`config.mk`:
```
export PLATFORM = sky130hd
export DESIGN_NAME = mem32_access_ctrl
export DESIGN_NICKNAME = d
export VERILOG_FILES = /design/src/rtl/mem32_access_ctrl.sv
export SDC_FILE = /design/constraint.sdc
export NUM_CORES = 1
export LEC_CHECK = 0
export BUFFER_PORTS_ARGS = -buffer_cell sky130_fd_sc_hd__buf_2
export CORE_MARGIN = 2
export CORE_UTILIZATION = 48
export CTS_BUF_LIST = sky130_fd_sc_hd__clkbuf_8
export DETAILED_ROUTE_END_ITERATION = 10
export PLACE_DENSITY = 0.8
export REMOVE_ABC_BUFFERS = 1
export SYNTH_ARGS = -nofsm -noshare
export SYNTH_HDL_FRONTEND = slang
export SYNTH_SLANG_ARGS = --single-unit
```
`constraint.sdc`:
```
create_clock -name Clk -period 2.5 [get_ports Clk]
set_input_delay 0 -clock Clk [delete_from_list [all_inputs] [get_ports Clk]]
set_output_delay 0 -clock Clk [all_outputs]
set_load 0.01 [all_outputs]
```
`src/rtl/mem32_access_ctrl.sv`:
```
// Load/store sequencer between the MEM stage and a 4-bank byte-lane 32-bit data memory.
// Issues word-aligned accesses only; sub-word stores are done as read-modify-write.
module mem32_access_ctrl #(
  parameter int RD_LAT = 1,
  parameter int MEM_AW = 16
) (
  input  logic        Clk,
  input  logic        Rst_n,
  input  logic        req_valid,
  output logic        req_ready,
  input  logic        req_we,
  input  logic [2:0]  req_funct3,
  input  logic [31:0] req_addr,
  input  logic [31:0] req_wdata,
  output logic        rsp_valid,
  output logic [31:0] rsp_rdata,
  output logic        rsp_err,
  output logic [31:0] mem_raddr,
  output logic [31:0] mem_waddr,
  output logic [31:0] mem_wdata,
  output logic        mem_wr,
  input  logic [31:0] mem_rdata
);

  localparam int CntW = (RD_LAT < 1) ? 1 : $clog2(RD_LAT + 1);

  typedef enum logic [1:0] {IDLE, RD, WR, DONE} ctrlStateT;

  ctrlStateT       state, stateNext;
  logic [CntW-1:0] latCnt;
  logic            weQ;
  logic [2:0]      funct3Q;
  logic [1:0]      addrLowQ;
  logic [15:0]     wdataQ;

  logic            illegal, misaligned, outOfRange, reqErr, isSw, rdLast;
  logic [7:0]      byteSel;
  logic [15:0]     halfSel;
  logic [31:0]     loadData, storeWord;

  // Request checks, evaluated on the live request in IDLE.
  always_comb begin
    // NOTE: every signal written here gets a default first so no latch is inferred.
    illegal    = 1'b0;
    misaligned = 1'b0;
    case (req_funct3)
      3'b000:  ;
      3'b001:  misaligned = req_addr[0];
      3'b010:  misaligned = (req_addr[1:0] != 2'b00);
      3'b100:  illegal    = req_we;
      3'b101: begin
        illegal    = req_we;
        misaligned = req_addr[0];
      end
      default: illegal = 1'b1;
    endcase
  end

  assign outOfRange = |req_addr[31:MEM_AW];
  assign reqErr     = illegal | misaligned | outOfRange;
  assign isSw       = req_we && (req_funct3 == 3'b010);
  assign rdLast     = (latCnt == CntW'(RD_LAT));

  // Lane extraction and sub-word merge from the aligned read word.
  assign byteSel = mem_rdata[{addrLowQ, 3'b000} +: 8];
  assign halfSel = mem_rdata[{addrLowQ[1], 4'b0000} +: 16];

  always_comb begin
    loadData = mem_rdata;
    case (funct3Q)
      3'b000:  loadData = {{24{byteSel[7]}}, byteSel};
      3'b001:  loadData = {{16{halfSel[15]}}, halfSel};
      3'b100:  loadData = {24'd0, byteSel};
      3'b101:  loadData = {16'd0, halfSel};
      default: loadData = mem_rdata;
    endcase
  end

  always_comb begin
    storeWord = mem_rdata;
    if (funct3Q[1:0] == 2'b00) storeWord[{addrLowQ, 3'b000} +: 8] = wdataQ[7:0];
    else                       storeWord[{addrLowQ[1], 4'b0000} +: 16] = wdataQ;
  end

  // NOTE: sequential state uses non-blocking assignments so every flop samples pre-edge values.
  always_ff @(posedge Clk or negedge Rst_n) begin
    if (!Rst_n) state <= IDLE;
    else        state <= stateNext;
  end

  always_comb begin
    stateNext = state;
    req_ready = 1'b0;
    rsp_valid = 1'b0;
    mem_wr    = 1'b0;
    case (state)
      IDLE: begin
        req_ready = 1'b1;
        if (req_valid) begin
          if (reqErr)    stateNext = DONE;
          else if (isSw) stateNext = WR;
          else           stateNext = RD;
        end
      end
      RD:      if (rdLast) stateNext = weQ ? WR : DONE;
      WR: begin
        // Decoded from state so an async reset removes the write strobe at once.
        mem_wr    = 1'b1;
        stateNext = DONE;
      end
      DONE: begin
        rsp_valid = 1'b1;
        stateNext = IDLE;
      end
      default: stateNext = IDLE;
    endcase
  end

  always_ff @(posedge Clk or negedge Rst_n) begin
    if (!Rst_n) begin
      latCnt    <= '0;
      weQ       <= 1'b0;
      funct3Q   <= 3'b000;
      addrLowQ  <= 2'b00;
      wdataQ    <= 16'd0;
      mem_raddr <= 32'd0;
      mem_waddr <= 32'd0;
      mem_wdata <= 32'd0;
      rsp_rdata <= 32'd0;
      rsp_err   <= 1'b0;
    end else begin
      case (state)
        IDLE: if (req_valid) begin
          weQ       <= req_we;
          funct3Q   <= req_funct3;
          addrLowQ  <= req_addr[1:0];
          wdataQ    <= req_wdata[15:0];
          mem_raddr <= {req_addr[31:2], 2'b00};
          mem_waddr <= {req_addr[31:2], 2'b00};
          latCnt    <= '0;
          if (reqErr) begin
            rsp_err   <= 1'b1;
            rsp_rdata <= 32'd0;
          end else if (isSw) begin
            mem_wdata <= req_wdata;
          end
        end
        RD: begin
          latCnt <= latCnt + 1'b1;
          if (rdLast) begin
            if (weQ) begin
              mem_wdata <= storeWord;
            end else begin
              rsp_rdata <= loadData;
              rsp_err   <= 1'b0;
            end
          end
        end
        WR: begin
          rsp_rdata <= 32'd0;
          rsp_err   <= 1'b0;
        end
        default: ;
      endcase
    end
  end

endmodule
```
==> summary.txt <==
Timing
  – Fin. max-slew vios: 0
  – Tcrit/Tclk final: 0.880
  – Relative slew slack: 0.521
  – Final Hold Viols: 0
  – Fmax: ~450 MHz
  – Final Setup Violations: 0
  – Max Clock Skew: between 15 and 20 ps
  – Unrepaired setup endpoints after global routing: false
  – Worst Slack Setup Final: 301 ps
  – Slew of the pin with the lowest slew margin: between 700 and 800 ps
  – Final min period: ~2200 ps

Setup path
  – CP Launch Type: flip-flop
  – Critical Path AT: roughly 2600 ps
  – R2r startpoint: addrLowQ[1]$_DFFE_PN0P_
  – Critical path endpoint: mem_wdata[18]$_DFFE_PN0P_
  – Worst Reg2Reg Path Length in Cells: 7
  – Worst R2R End: mem_wdata[18]$_DFFE_PN0P_
  – Worst endpoint required time: roughly 2900 ps
  – Crit path max fanout: between 60 and 70
  – CP max stage delay: roughly 560 ps
  – Crit. End Element: flip-flop
  – Crit. Startpoint: addrLowQ[1]$_DFFE_PN0P_
  – Worst-path cell chain: buf_12 > ha_1 > nand2_1 > nor3_2 > a221oi_1 > o22ai_1 > mux2_4
  – R2r setup slk: ~300 ps
  – Critical setup path kind: reg -> reg
  – CP max-delay cell: nor3_2

Placement
  – HPWL after DPL: 14600 µm
  – Post-Place Cells: between 1k and 1.5k
  – Final Wtd Congestion: about 0.86
  – Placed Area: ~0.008 mm²
  – Port buffer count: 230
  – Place WS: -30.5 ps

Layout
  – Final instance area: around 0.0095 mm²
  – Cell Count, Final, Fillers Out: 1159
  – Diodes inserted: 0
  – Nets@finish: approximately 1.1k
  – Commonest cells after routing, fill and taps aside: buf_2, dfrtp_1, dlygate4sd3_1
  – Commonest non-fill, non-tap cell in the layout: buf_2
  – Area Overhead vs Synth: 35.9%
  – Share of cells above drive strength 1: 0.401

CTS
  – Clock Latency Late Sink: between 400 and 500 ps
  – CTS clk-pin slew, worst paths: around 80 ps
  – Clock Path Buffers: 2
  – CTS root buffer: clkbuf_8
  – CTS tree: yes
  – Inserted Clock Buffers: 17
  – Post-CTS setup buffer count: 0
  – H-tree levels: 4
  – Total clock sinks: 120

Detailed routing
  – Antenna Nets Post-Route: 0
  – Drt total wl: 22800 µm
  – Vias/cell: ~5.8
  – Residual DRC count: 0
  – Initial DRC count: 634
  – Via count: approximately 6.7k
  – Pre-antenna DRT Iters: 5
  – DR WL/cell: a little under 20 µm

Pwr
  – Pleak: approximately 4.6 nW
  – Worst vdd ir: around 0.00095 V
  – Total Power: 13.1 mW
  – Cell area power density: 1390 mW/mm²

Floorplan
  – Die X: between 100 and 150 µm
  – Die Ht: ~120 µm
  – # IOs: ~240
  – Core box area: ~0.014 mm²
  – Initial core utilization: 0.485
  – Core Rows: 44
  – Die area: roughly 0.015 mm²

Synth
  – Seq/Total Area, Yosys: 0.431
  – Netlist Area Pre-Place: roughly 0.0070 mm²
  – Avg Inst Size Synth: 10.2 µm²
  – Post-synth top flop: dfrtp_1
  – Synth cell types: 47
  – Async SR Flop Fraction: 1.00
  – Synth warn: 0
  – Number of synthesized flops with an enable pin: 0
  – #FFs+latches synth: between 100 and 150
  – Syn Inst Count: 684

Status
  – Outcome: finished, final reports clean

GRT
  – First-pass GRT wire length: around 36000 µm
  – Largest net degree at the start of global routing: 64
  – GR Util All Layers: 0.295
  – Remaining global-route overflow: 0
  – Initial antenna violation count: 0
  – Via count of the first global-routing pass: between 6k and 7k

Run
  – Max-cap violations: 0

Hold path
  – Hold WC Path Type: in -> reg
[worst max-delay path, delay by kind of cell (launching register included)]
kind,cells,cell delay [ps]
flops,1,390
simple gates,2,660
mux,1,190
compound gates,2,370
fa+ha+maj,1,250
buf+inv,1,300
[metrics by stage]
stage / setup TNS [ps] / hold WS [ps] / utilization
global placement: 0 / -8.10 / 0.560
detailed placement: -160 / -13.1 / 0.560
finish: 0 / 29.5 / 0.658
CTS: 0 / 15.3 / 0.657
global route: 0 / 37.8 / 0.658
floorplan: -37480 / -296 / -
[metal layers]
metal	global-route usage	vias up	routed length, µm
met5	0	-	0
met4	0.144	0	944
met3	0.0670	79	1770
met2	0.498	400	11200
met1	0.355	3224	8930
li1	-	3011	-
[final cells by class]
cell class                      count  area [µm²]
Clock buffer                       17         234
Tap cell                          184         230
Timing Repair Buffer              339        2260
Sequential cell                   120        3000
Clock inverter                     15         234
Fill cell                        1122        4910
Inverter                           44         165
Multi-Input combinational cell    440        3330
[how the worst min path moves through the flow]
| stage | from | endpoint | cells after the start |
|---|---|---|---|
| floorplan | Rst_n | addrLowQ[0]$_DFFE_PN0P_ | 0 |
| global placement | Rst_n | mem_raddr[2]$_DFFE_PN0P_ | 1 |
| detailed placement | Rst_n | mem_raddr[7]$_DFFE_PN0P_ | 1 |
| CTS | req_wdata[28] | mem_wdata[28]$_DFFE_PN0P_ | 4 |
| global route | req_wdata[28] | mem_wdata[28]$_DFFE_PN0P_ | 4 |
| finish | req_wdata[28] | mem_wdata[28]$_DFFE_PN0P_ | 4 |
[kinds of logic (layout without fill, tap and decap cells)]
| logic type | count (synthesis) | after routing | share of synthesized area |
|---|---|---|---|
| buffers and inverters | 127 | 415 | 0.0971 |
| adder cells (fa/ha/maj) | 9 | 9 | 0.0162 |
| AO/OA/AOI/OAI | 220 | 220 | 0.199 |
| flip-flops | 120 | 120 | 0.431 |
| other | 1 | 4 | 0.000539 |
| AND/OR/NAND/NOR | 101 | 101 | 0.0678 |
| multiplexers | 106 | 106 | 0.188 |
[flip-flops by register name (all words and copies together), names as in the netlist, 2 cells and up]
| signal | flops |
|---|---|
| mem_raddr | 30 |
| state | 2 |
| addrLowQ | 2 |
| wdataQ | 16 |
| funct3Q | 3 |
| rsp_rdata | 32 |
| mem_wdata | 32 |
[repair_timing]
action | CTS | global route
setup endpoints to repair | 7 | 9
pin swaps | 0 | 0
cloned | 0 | 0
hold endpoints to repair | 183 | 0
resized for setup | 1 | 2
hold buffers | 92 | 0
[power by group]
part	switching [mW]	internal [mW]
logic	4.01	3.30
clock network	0.835	1.27
registers	0.781	2.93
total	5.62	7.51
[synth_stat cells, drive strengths merged, types with 23 or more instances]
library cell / number / area, µm²
a221oi: 29 / 254
nand2: 52 / 203
mux2: 97 / 1200
dfrtp: 120 / 3000
inv: 44 / 165
o21ai: 83 / 427
buf: 59 / 420
a21oi: 35 / 175
o22ai: 44 / 275
nor2: 23 / 86.3
clkbuf: 24 / 90.1
(Power assumes the default switching activity.)
